**config.mk**
```make
export PLATFORM = sky130hd
export DESIGN_NAME = cmp_share_arbiter
export DESIGN_NICKNAME = d
export VERILOG_FILES = /design/src/rtl/cmp_share_pkg.sv /design/src/rtl/mag_cmp_core.sv /design/src/rtl/cmp_share_arbiter.sv
export SDC_FILE = /design/constraint.sdc
export NUM_CORES = 1
export LEC_CHECK = 0
export ABC_AREA = 1
export BUFFER_PORTS_ARGS = -buffer_cell sky130_fd_sc_hd__buf_4
export CAP_MARGIN = 20
export CELL_PAD_IN_SITES_DETAIL_PLACEMENT = 0
export CELL_PAD_IN_SITES_GLOBAL_PLACEMENT = 2
export CORE_ASPECT_RATIO = 2
export CORE_MARGIN = 3
export CORE_UTILIZATION = 26
export DETAILED_ROUTE_END_ITERATION = 7
export PLACE_DENSITY = 0.89
export SLEW_MARGIN = 20
export SYNTH_ARGS = -nofsm -noshare
export SYNTH_HDL_FRONTEND = slang
export SYNTH_SLANG_ARGS = --single-unit
```
**constraint.sdc**
```tcl
create_clock -name clk -period 2.9 [get_ports clk]
set_input_delay 0 -clock clk [delete_from_list [all_inputs] [get_ports clk]]
set_output_delay 0 -clock clk [all_outputs]
set_load 0.05 [all_outputs]
```
**src/rtl/cmp_share_pkg.sv**
```systemverilog
// Shared types and constants for the comparator-sharing arbiter.
package cmp_share_pkg;

    typedef enum logic [1:0] {
        IDLE = 2'd0,
        CMP  = 2'd1,
        RESP = 2'd2
    } state_t;

    typedef struct packed {
        logic g;
        logic l;
        logic e;
    } cmp_res_t;

    localparam int EQ_CNT_W   = 8;
    localparam int EQ_CNT_MAX = 255;

endpackage

```
**src/rtl/mag_cmp_core.sv**
```systemverilog
// Unsigned magnitude comparator; the single shared datapath resource.
module mag_cmp_core #(
    parameter int WIDTH = 4
) (
    input  logic [WIDTH-1:0] a,
    input  logic [WIDTH-1:0] b,
    output logic             g,
    output logic             l,
    output logic             e
);

    assign g = (a > b);
    assign l = (a < b);
    assign e = (a == b);

endmodule

```
**src/rtl/cmp_share_arbiter.sv**
```systemverilog
// Round-robin arbiter sharing one magnitude comparator among NREQ clients.
// IDLE grants one requester and latches its operands, CMP registers the
// compare result, RESP holds it until the consumer takes it.
// Optional build macro CMP_SHARE_STATS_EN adds a saturating count of
// equal results (eq_count) with a clear input (stats_clr).
module cmp_share_arbiter
    import cmp_share_pkg::*;
#(
    parameter int NREQ  = 4,
    parameter int WIDTH = 4,
    parameter int IDW   = 2
) (
    input  logic                  clk,
    input  logic                  rst,
    input  logic [NREQ-1:0]       req_valid,
    input  logic [NREQ*WIDTH-1:0] req_a,
    input  logic [NREQ*WIDTH-1:0] req_b,
    output logic [NREQ-1:0]       req_ready,
    output logic                  rsp_valid,
    input  logic                  rsp_ready,
    output logic [IDW-1:0]        rsp_id,
    output logic                  rsp_g,
    output logic                  rsp_l,
    output logic                  rsp_e,
`ifdef CMP_SHARE_STATS_EN
    input  logic                  stats_clr,
    output logic [EQ_CNT_W-1:0]   eq_count,
`endif
    output logic                  busy
);

    // Add modulo NREQ; both operands are always below NREQ.
    function automatic logic [IDW-1:0] wrap_add(input logic [IDW-1:0] x,
                                                input logic [IDW-1:0] y);
        logic [IDW:0] sum;
        sum = {1'b0, x} + {1'b0, y};
        if (sum >= (IDW+1)'(NREQ))
            sum = sum - (IDW+1)'(NREQ);
        return sum[IDW-1:0];
    endfunction

    state_t                      state, state_nxt;
    logic [IDW-1:0]              rr_ptr;
    logic [IDW-1:0]              grant;
    logic [IDW-1:0]              grant_q;
    logic [IDW-1:0]              pick;
    logic [NREQ-1:0]             rot;
    logic                        accept;
    logic                        done;
    logic [WIDTH-1:0]            a_q, b_q;
    logic [NREQ-1:0][WIDTH-1:0]  a_arr, b_arr;
    cmp_res_t                    res_c, res_q;

    assign a_arr = req_a;
    assign b_arr = req_b;

    // Rotate the valid vector so rr_ptr becomes position 0.
    always_comb begin
        rot = '0;
        for (int k = 0; k < NREQ; k++)
            rot[k] = req_valid[wrap_add(rr_ptr, IDW'(k))];
    end

    // Lowest set bit of the rotated vector wins.
    always_comb begin
        pick = '0;
        for (int k = NREQ-1; k >= 0; k--)
            if (rot[k]) pick = IDW'(k);
    end

    // Un-rotate the winner back to a requester index.
    assign grant = wrap_add(rr_ptr, pick);

    // The one shared comparator sees only the latched operands.
    mag_cmp_core #(.WIDTH(WIDTH)) u_cmp (
        .a (a_q),
        .b (b_q),
        .g (res_c.g),
        .l (res_c.l),
        .e (res_c.e)
    );

    // State register.
    always_ff @(posedge clk) begin
        if (rst) state <= IDLE;
        else     state <= state_nxt;
    end

    // Next state and the combinational accept pulse; reset masks any grant.
    always_comb begin
        state_nxt = state;
        req_ready = '0;
        accept    = 1'b0;
        case (state)
            IDLE: if (|req_valid) begin
                accept           = 1'b1;
                req_ready[grant] = 1'b1;
                state_nxt        = CMP;
            end
            CMP:  state_nxt = RESP;
            RESP: if (rsp_ready) state_nxt = IDLE;
            default: state_nxt = IDLE;
        endcase
        if (rst) begin
            req_ready = '0;
            accept    = 1'b0;
        end
    end

    // rsp_valid is always high in RESP, so a ready there completes the op.
    assign done = (state == RESP) && rsp_ready;

    // Operand capture, result register and round-robin pointer.
    always_ff @(posedge clk) begin
        if (rst) begin
            rr_ptr    <= '0;
            grant_q   <= '0;
            a_q       <= '0;
            b_q       <= '0;
            res_q     <= '0;
            rsp_id    <= '0;
            rsp_valid <= 1'b0;
        end else begin
            if (accept) begin
                a_q     <= a_arr[grant];
                b_q     <= b_arr[grant];
                grant_q <= grant;
            end
            if (state == CMP) begin
                res_q     <= res_c;
                rsp_id    <= grant_q;
                rsp_valid <= 1'b1;
            end
            if (done) begin
                rsp_valid <= 1'b0;
                rr_ptr    <= wrap_add(grant_q, IDW'(1));
            end
        end
    end

    assign rsp_g = res_q.g;
    assign rsp_l = res_q.l;
    assign rsp_e = res_q.e;
    assign busy  = (state != IDLE);

`ifdef CMP_SHARE_STATS_EN
    logic [EQ_CNT_W-1:0] eq_cnt_q;

    // Saturating count of completed equal results; clear beats increment.
    always_ff @(posedge clk) begin
        if (rst || stats_clr)
            eq_cnt_q <= '0;
        else if (done && res_q.e && (eq_cnt_q != EQ_CNT_W'(EQ_CNT_MAX)))
            eq_cnt_q <= eq_cnt_q + 1'b1;
    end

    assign eq_count = eq_cnt_q;
`endif

endmodule

```
Yosys cells after proc, flatten, opt, wreduce, memory -nomap -nowiden
Cells that the tools add are included.
{"block": "word_totals", "regBits": 20, "inputBits": 39, "output_inout_bits": 11}
{"block": "op_classes", "addsub": 11, "order_cmp": 14, "eq_ne": 5, "n_mux": 33, "reduce_logical": 7}
{"op": "2-bit 2-to-1 mux", "n": 12}
{"op": "4-bit 2-to-1 mux", "n": 5}
{"op": "4-bit binary-select mux with 2-bit select", "n": 2}
{"op": "3-bit greater-or-equal comparator, second input constant", "n": 5}
{"op": "2-bit by 3-bit less-than comparator with 1-bit output, second input constant", "n": 5}
{"op": "2-bit by 1-bit subtractor with 2-bit output, second input constant", "n": 6}
{"op": "1-bit binary-select mux with 2-bit select", "n": 4}
{"op": "1-bit 2-to-1 mux", "n": 8}
{"op": "2-bit by 1-bit adder with 3-bit output, second input constant", "n": 2}
{"op": "2-bit by 2-bit adder with 3-bit output, second input constant", "n": 2}
{"op": "2-bit case mux with 3 select lines", "n": 1}
{"op": "4-bit equality test", "n": 1}
{"op": "4-bit > comparator", "n": 1}
{"op": "4-bit less-than comparator", "n": 1}
{"op": "2-bit inequality test, second input constant", "n": 2}
{"op": "4-bit OR reduction", "n": 1}
{"op": "2-bit by 2-bit adder with 3-bit output", "n": 1}
{"op": "2-bit by 3-bit greater-or-equal comparator with 1-bit output, second input constant", "n": 1}
{"op": "1-bit demux with 2-bit select", "n": 1}
{"op": "2-bit by 1-bit equality test with 1-bit output, second input constant", "n": 1}
{"op": "2-bit equality test, second input constant", "n": 1}
{"op": "2-bit by 1-bit greater-or-equal comparator with 1-bit output, second input constant", "n": 1}
{"op": "1-bit logical AND", "n": 2}
{"op": "2-bit zero test", "n": 1}
{"op": "other kinds (3)", "n": 3}

Longest topological paths before layout
{"block": "logic_depth", "word_depth": 19, "mapped_depth": 17, "depth_no_buf": 15}

Cells and area by module
Synthesis repeated with hierarchy kept, for this count alone.
{"block": "unflattened", "cells_unflattened": 201, "area_unflattened_um2": 1443.9}
{"mod": "cmp_share_arbiter", "n_inst": 1, "cells_each": 181, "area_per_inst_um2": 1328.8, "seq_area_each_um2": 400.4}
{"mod": "mag_cmp_core", "n_inst": 1, "cells_each": 20, "area_per_inst_um2": 115.1, "seq_area_each_um2": 0.0}

Least setup slack after synthesis
OpenSTA, ideal clock, no wires.
{"block": "synth_timing", "kind": "register -> output", "start": "register rr_ptr[0]", "end": "output req_ready[1]", "t_arrival_ns": 2.467, "slack_ns": 0.433, "path_stages_with_launch": 14, "n_path_buf": 3, "cell_sequence": "dfxtp_1 > buf_6 > inv_4 > nand2_1 > nand2_2 > nand2_2 > nand2_2 > a31oi_1 > nor2_1 > ha_1 > buf_2 > buf_2 > nand2_1 > nor2_1"}
{"block": "synth_between", "elab_chain_cells": 19, "elab_cells_between_ends": 39}
{"element": "from (decl)", "line": "cmp_share_arbiter.sv:43", "text": "logic [IDW-1:0] rr_ptr;"}
{"element": "from (signal assigned)", "line": "cmp_share_arbiter.sv:136", "text": "rr_ptr <= wrap_add(grant_q, IDW'(1));"}
{"element": "2-bit by 2-bit adder with 3-bit output", "line": "cmp_share_arbiter.sv:36", "text": "sum = {1'b0, x} + {1'b0, y};"}
{"element": "3-bit greater-or-equal comparator or 2-bit by 1-bit subtractor with 2-bit output (tied branches)", "line": "cmp_share_arbiter.sv:37, cmp_share_arbiter.sv:38"}
{"element": "2-bit 2-to-1 mux", "line": "cmp_share_arbiter.sv:37", "text": "if (sum >= (IDW+1)'(NREQ))"}
{"element": "1-bit binary-select mux with 2-bit select", "line": "cmp_share_arbiter.sv:61", "text": "rot[k] = req_valid[wrap_add(rr_ptr, IDW'(k))];"}
{"element": "1-bit 2-to-1 mux (implied by the code)", "line": "cmp_share_arbiter.sv:61"}
{"element": "2-bit 2-to-1 mux (4 in a row)", "line": "cmp_share_arbiter.sv:68", "text": "if (rot[k]) pick = IDW'(k);"}
{"element": "2-bit by 2-bit adder with 3-bit output (*)", "line": "cmp_share_arbiter.sv:36"}
{"element": "3-bit greater-or-equal comparator or 2-bit by 1-bit subtractor with 2-bit output (tied branches)", "line": "cmp_share_arbiter.sv:37, cmp_share_arbiter.sv:38"}
{"element": "2-bit 2-to-1 mux (*)", "line": "cmp_share_arbiter.sv:37"}
{"element": "via grant[0]", "line": "cmp_share_arbiter.sv:44", "text": "logic [IDW-1:0] grant;"}
{"element": "2-bit by 3-bit less-than comparator with 1-bit output (implied by the code) or 2-bit by 1-bit greater-or-equal comparator with 1-bit output (tied branches)", "line": "cmp_share_arbiter.sv:97", "text": "req_ready[grant] = 1'b1;"}
{"element": "1-bit logical AND (implied by the code)", "line": "cmp_share_arbiter.sv:97"}
{"element": "1-bit 2-to-1 mux (implied by the code)", "line": "cmp_share_arbiter.sv:97"}
{"element": "1-bit demux with 2-bit select (*)", "line": "cmp_share_arbiter.sv:97"}
{"element": "4-bit 2-to-1 mux (*)", "line": "cmp_share_arbiter.sv:95", "text": "IDLE: if (|req_valid) begin"}
{"element": "4-bit 2-to-1 mux (*)", "line": "cmp_share_arbiter.sv:94", "text": "case (state)"}
{"element": "4-bit 2-to-1 mux (*)", "line": "cmp_share_arbiter.sv:104", "text": "if (rst) begin"}
{"element": "to (decl)", "line": "cmp_share_arbiter.sv:18", "text": "output logic [NREQ-1:0] req_ready,"}
Mark *: on every way through the listed nets, which the timed path passes. The rest lies on a longest branch. The select of a mux whose other input is x is not followed.

Worst setup path after layout
{"block": "layout_timing", "start": "register rr_ptr[1]", "end": "output req_ready[1]"}
{"block": "layout_between", "elab_chain_cells": 19, "elab_cells_between_ends": 39}
{"element": "2-bit by 2-bit adder with 3-bit output", "line": "cmp_share_arbiter.sv:36"}
{"element": "3-bit greater-or-equal comparator or 2-bit by 1-bit subtractor with 2-bit output (tied branches)", "line": "cmp_share_arbiter.sv:37, cmp_share_arbiter.sv:38"}
{"element": "2-bit 2-to-1 mux", "line": "cmp_share_arbiter.sv:37"}
{"element": "1-bit binary-select mux with 2-bit select", "line": "cmp_share_arbiter.sv:61"}
{"element": "1-bit 2-to-1 mux (implied by the code)", "line": "cmp_share_arbiter.sv:61"}
{"element": "2-bit 2-to-1 mux (4 in a row)", "line": "cmp_share_arbiter.sv:68"}
{"element": "2-bit by 2-bit adder with 3-bit output (*)", "line": "cmp_share_arbiter.sv:36"}
{"element": "3-bit greater-or-equal comparator or 2-bit by 1-bit subtractor with 2-bit output (tied branches)", "line": "cmp_share_arbiter.sv:37, cmp_share_arbiter.sv:38"}
{"element": "2-bit 2-to-1 mux (*)", "line": "cmp_share_arbiter.sv:37"}
{"element": "2-bit by 3-bit less-than comparator with 1-bit output (implied by the code) or 2-bit by 1-bit greater-or-equal comparator with 1-bit output (tied branches)", "line": "cmp_share_arbiter.sv:97"}
{"element": "1-bit logical AND (implied by the code)", "line": "cmp_share_arbiter.sv:97"}
{"element": "1-bit 2-to-1 mux (implied by the code)", "line": "cmp_share_arbiter.sv:97"}
{"element": "1-bit demux with 2-bit select (*)", "line": "cmp_share_arbiter.sv:97"}
{"element": "4-bit 2-to-1 mux (*)", "line": "cmp_share_arbiter.sv:95"}
{"element": "4-bit 2-to-1 mux (*)", "line": "cmp_share_arbiter.sv:94"}
{"element": "4-bit 2-to-1 mux (*)", "line": "cmp_share_arbiter.sv:104"}
Every way passes the cells marked *; elsewhere a longest branch is shown, timed or not. The select of a mux whose other input is x is not followed.

==> metrics.md <==
| Metric | Value |
|---|---|
| Syn avg cell area | `7.276 um^2` |
| CTS Sinks | `20` |
| Max H-tree Level | `1` |
| Slew HR | `0.6654` |
| Power Dens Cells | `512.6 nW/um^2` |
| DRC Markers | `0` |
| Post-synth EDFFs | `0` |
| CP max FO | `11` |
| Met2 WL | `1.964 mm` |
| DR vias | `1,361` |
| Met1 wire length | `1.217 mm` |
| Wire per inst | `11.38 um` |
| TNS Setup | `0 ps` |
| Flop-to-flop setup slack | `660 ps` |
| I/O pin cnt | `50` |
| Unrepaired setup endpoints after global routing | `false` |
| Synthesized area | `1419 um^2` |
| Clock Root Buffer | `clkbuf_8` |
| Crit path time final | `2548 ps` |
| Status | `completed` |
| Sequential cell area | `401.6 um^2` |
| Crit Path Class | `reg2out` |
| Floorplan row count | `37` |
| Seq cells post-synth | `20` |
| DR pass1 iterations | `4` |
| Largest net degree at the start of global routing | `20` |
| Layout Skew | `2.093 ps` |
| Final hold vios | `0` |
| Iter 0 DRT Violations | `38` |
| Global-route wire length before repair | `5.782 mm` |
| Core area | `5231 um^2` |
| GRT Overall Usage | `0.1127` |
| Req. time, crit path | `2900 ps` |
| Met3 wire len | `150 um` |
| Post-synth top flop | `dfxtp_1` |
| # nets final | `291` |
| Crit share post-route | `0.8787` |
| I/O Buffers | `49` |
| Cells after Synth | `195` |
| Total congestion overflow | `0` |
| DRT antenna net count | `0` |
| Leak | `0.9700 nW` |
| Die X | `58.24 um` |
| Crit path DAT | `2550 ps` |
| Crit start category | `flop` |
| Mapped Nets | `239` |
| Final setup viols | `0` |
| GPL Wtd Cong | `0.7537` |
| Clock Tree Buf Depth | `2` |
| Library cells used by synthesis | `26` |
| VDD IR max | `0.1915 mV` |
| Hold Crit Class | `in2reg` |
| Share of layout cells above drive strength 1 | `0.3496` |
| Seq/Total Area, Yosys | `0.2822` |
| Fmax | `392.4 MHz` |
| Number of global-route vias before repair | `1,371` |
| Ys Warns | `0` |
| Vias per Instance | `4.477` |
| CTS tree | `done` |
| Drt total wl | `3.460 mm` |
| Worst skew pair latency | `250 ps` |
| Initial Utilization | `0.2712` |
| Max Cap Violations | `0` |
| Die area | `6433 um^2` |
| Multi-input logic area | `885.9 um^2` |
| N_diodes | `0` |
| FILL cells | `565` |
| Die Ht | `110.5 um` |
| Fraction of registers with async set/reset | `0` |
| Initial antenna violation count | `0` |
| Total power | `0.0009722 W` |
| Slew Viols, Final | `0` |
| Post-CTS setup buffer count | `0` |
| Clock-pin slew on the worst setup and hold paths | `70 ps` |
| Area delta synth->final | `33.69%` |
| CTS buffer count | `3` |
| Critical Path End Type | `output pin` |
| Highest Signal Layer | `met4` |
| Final HPWL DP | `2.948 mm` |
| Least-Margin Pin Slew | `500.0 ps` |
## timing repair
item                                    4_1_cts  5_1_grt
hold buffers                                  1        0
hold endpoints to repair                      3        0
resized for setup                             0        1
endpoints found under the setup margin        0        1
## cell usage after synthesis, types with 2 or more instances
cell      n  area share
nor2_2    2      0.0088
nand2_2  13       0.057
ha_1      5       0.044
dfxtp_1  20        0.28
a21oi_1   8       0.028
xor2_1    2       0.012
buf_6     3       0.024
nand3_2   7       0.049
nor2_1    9       0.024
nand2_4   3       0.024
o21ai_0   8       0.028
buf_2     2      0.0071
mux2i_1  16        0.11
inv_1    21       0.056
nand3_1  12       0.042
nand2_1  54        0.14
## cell usage in the layout (no fill, tap or decap), drive strengths merged
master,instances
nand2,70
buf,51
inv,23
dfxtp,20
nand3,20
mux2i,16
nor2,12
o21ai,9
a21oi,8
ha,5
clkbuf,4
xor2,2
a31oi,1
nand4,1
nor3,1
o211ai,1
a41oi,1
dlygate4sd3,1
## metal layers
metal	GRT usage	vias to the layer above
li1	-	730
met5	0	-
met3	0.01404	8
met4	0.05573	0
met2	0.2130	44
met1	0.1133	579
## layout make-up
| cell class | count | share of cell area |
|---|---|---|
| Tap cell | 58 | 0.03826 |
| Multi-Input combinational cell | 147 | 0.4670 |
| Sequential cell | 20 | 0.2117 |
| Inverter | 23 | 0.04683 |
| Clock buffer | 4 | 0.02902 |
| Timing Repair Buffer | 52 | 0.2071 |
## worst max-delay path: stages, from the launching register on
cell and delay (ps):
dfxtp_1 450, inv_2 100, nand2_1 70, nand2_1 80
nand2_2 60, nand2_2 60, a31oi_1 150, nor2_1 60
ha_1 190, xor2_1 280, inv_1 130, nand3_4 160
nand2_4 140, nor2_1 150, buf_4 220
## registers in the layout, indices dropped and copies added, names as in the netlist
signal / flops
a_q: 4
b_q: 4
grant_q: 2
rr_ptr: 2
rsp_id: 2
state: 2
rsp_e: 1
rsp_g: 1
rsp_l: 1
rsp_valid: 1
## logic make-up after synthesis
| family | synth area share |
|---|---|
| flops | 0.2822 |
| mux | 0.1129 |
| buf+inv | 0.09348 |
| xor+xnor | 0.01235 |
| compound gates | 0.07849 |
| fa+ha+maj | 0.04409 |
| simple gates | 0.3765 |
## stage by stage
step | area, um^2 | utilization | hold WS, ps | cells | setup WS, ps
6_report | 1897 | 0.3626 | 40.32 | 304 | 351.8
3_3_place_gp | 1831 | 0.3499 | 192.8 | 299 | 553.6
3_5_place_dp | 1831 | 0.3499 | 195.8 | 299 | 507.3
5_1_grt | 1897 | 0.3626 | 72.92 | 304 | 50.29
2_1_floorplan | 1419 | - | 69.07 | 195 | 433.4
4_1_cts | 1896 | 0.3624 | 40.95 | 304 | 210.1
## where the power goes
group	internal [W]	switching, W
Sequential	0.000314	0.0000235
Combinational	0.000170	0.000260
Clock	0.000120	0.0000834
Total	0.000605	0.000367
## path summary, 6_finish.rpt
kind / start / endpoint / cells past startpoint
max reg2reg: rr_ptr[1] / b_q[1] / 15
min: rsp_ready / state[1] / 4
min reg2reg: b_q[2] / b_q[2] / 2
max: rr_ptr[1] / req_ready[1] / 14
Power figures use the tool's default switching activity.
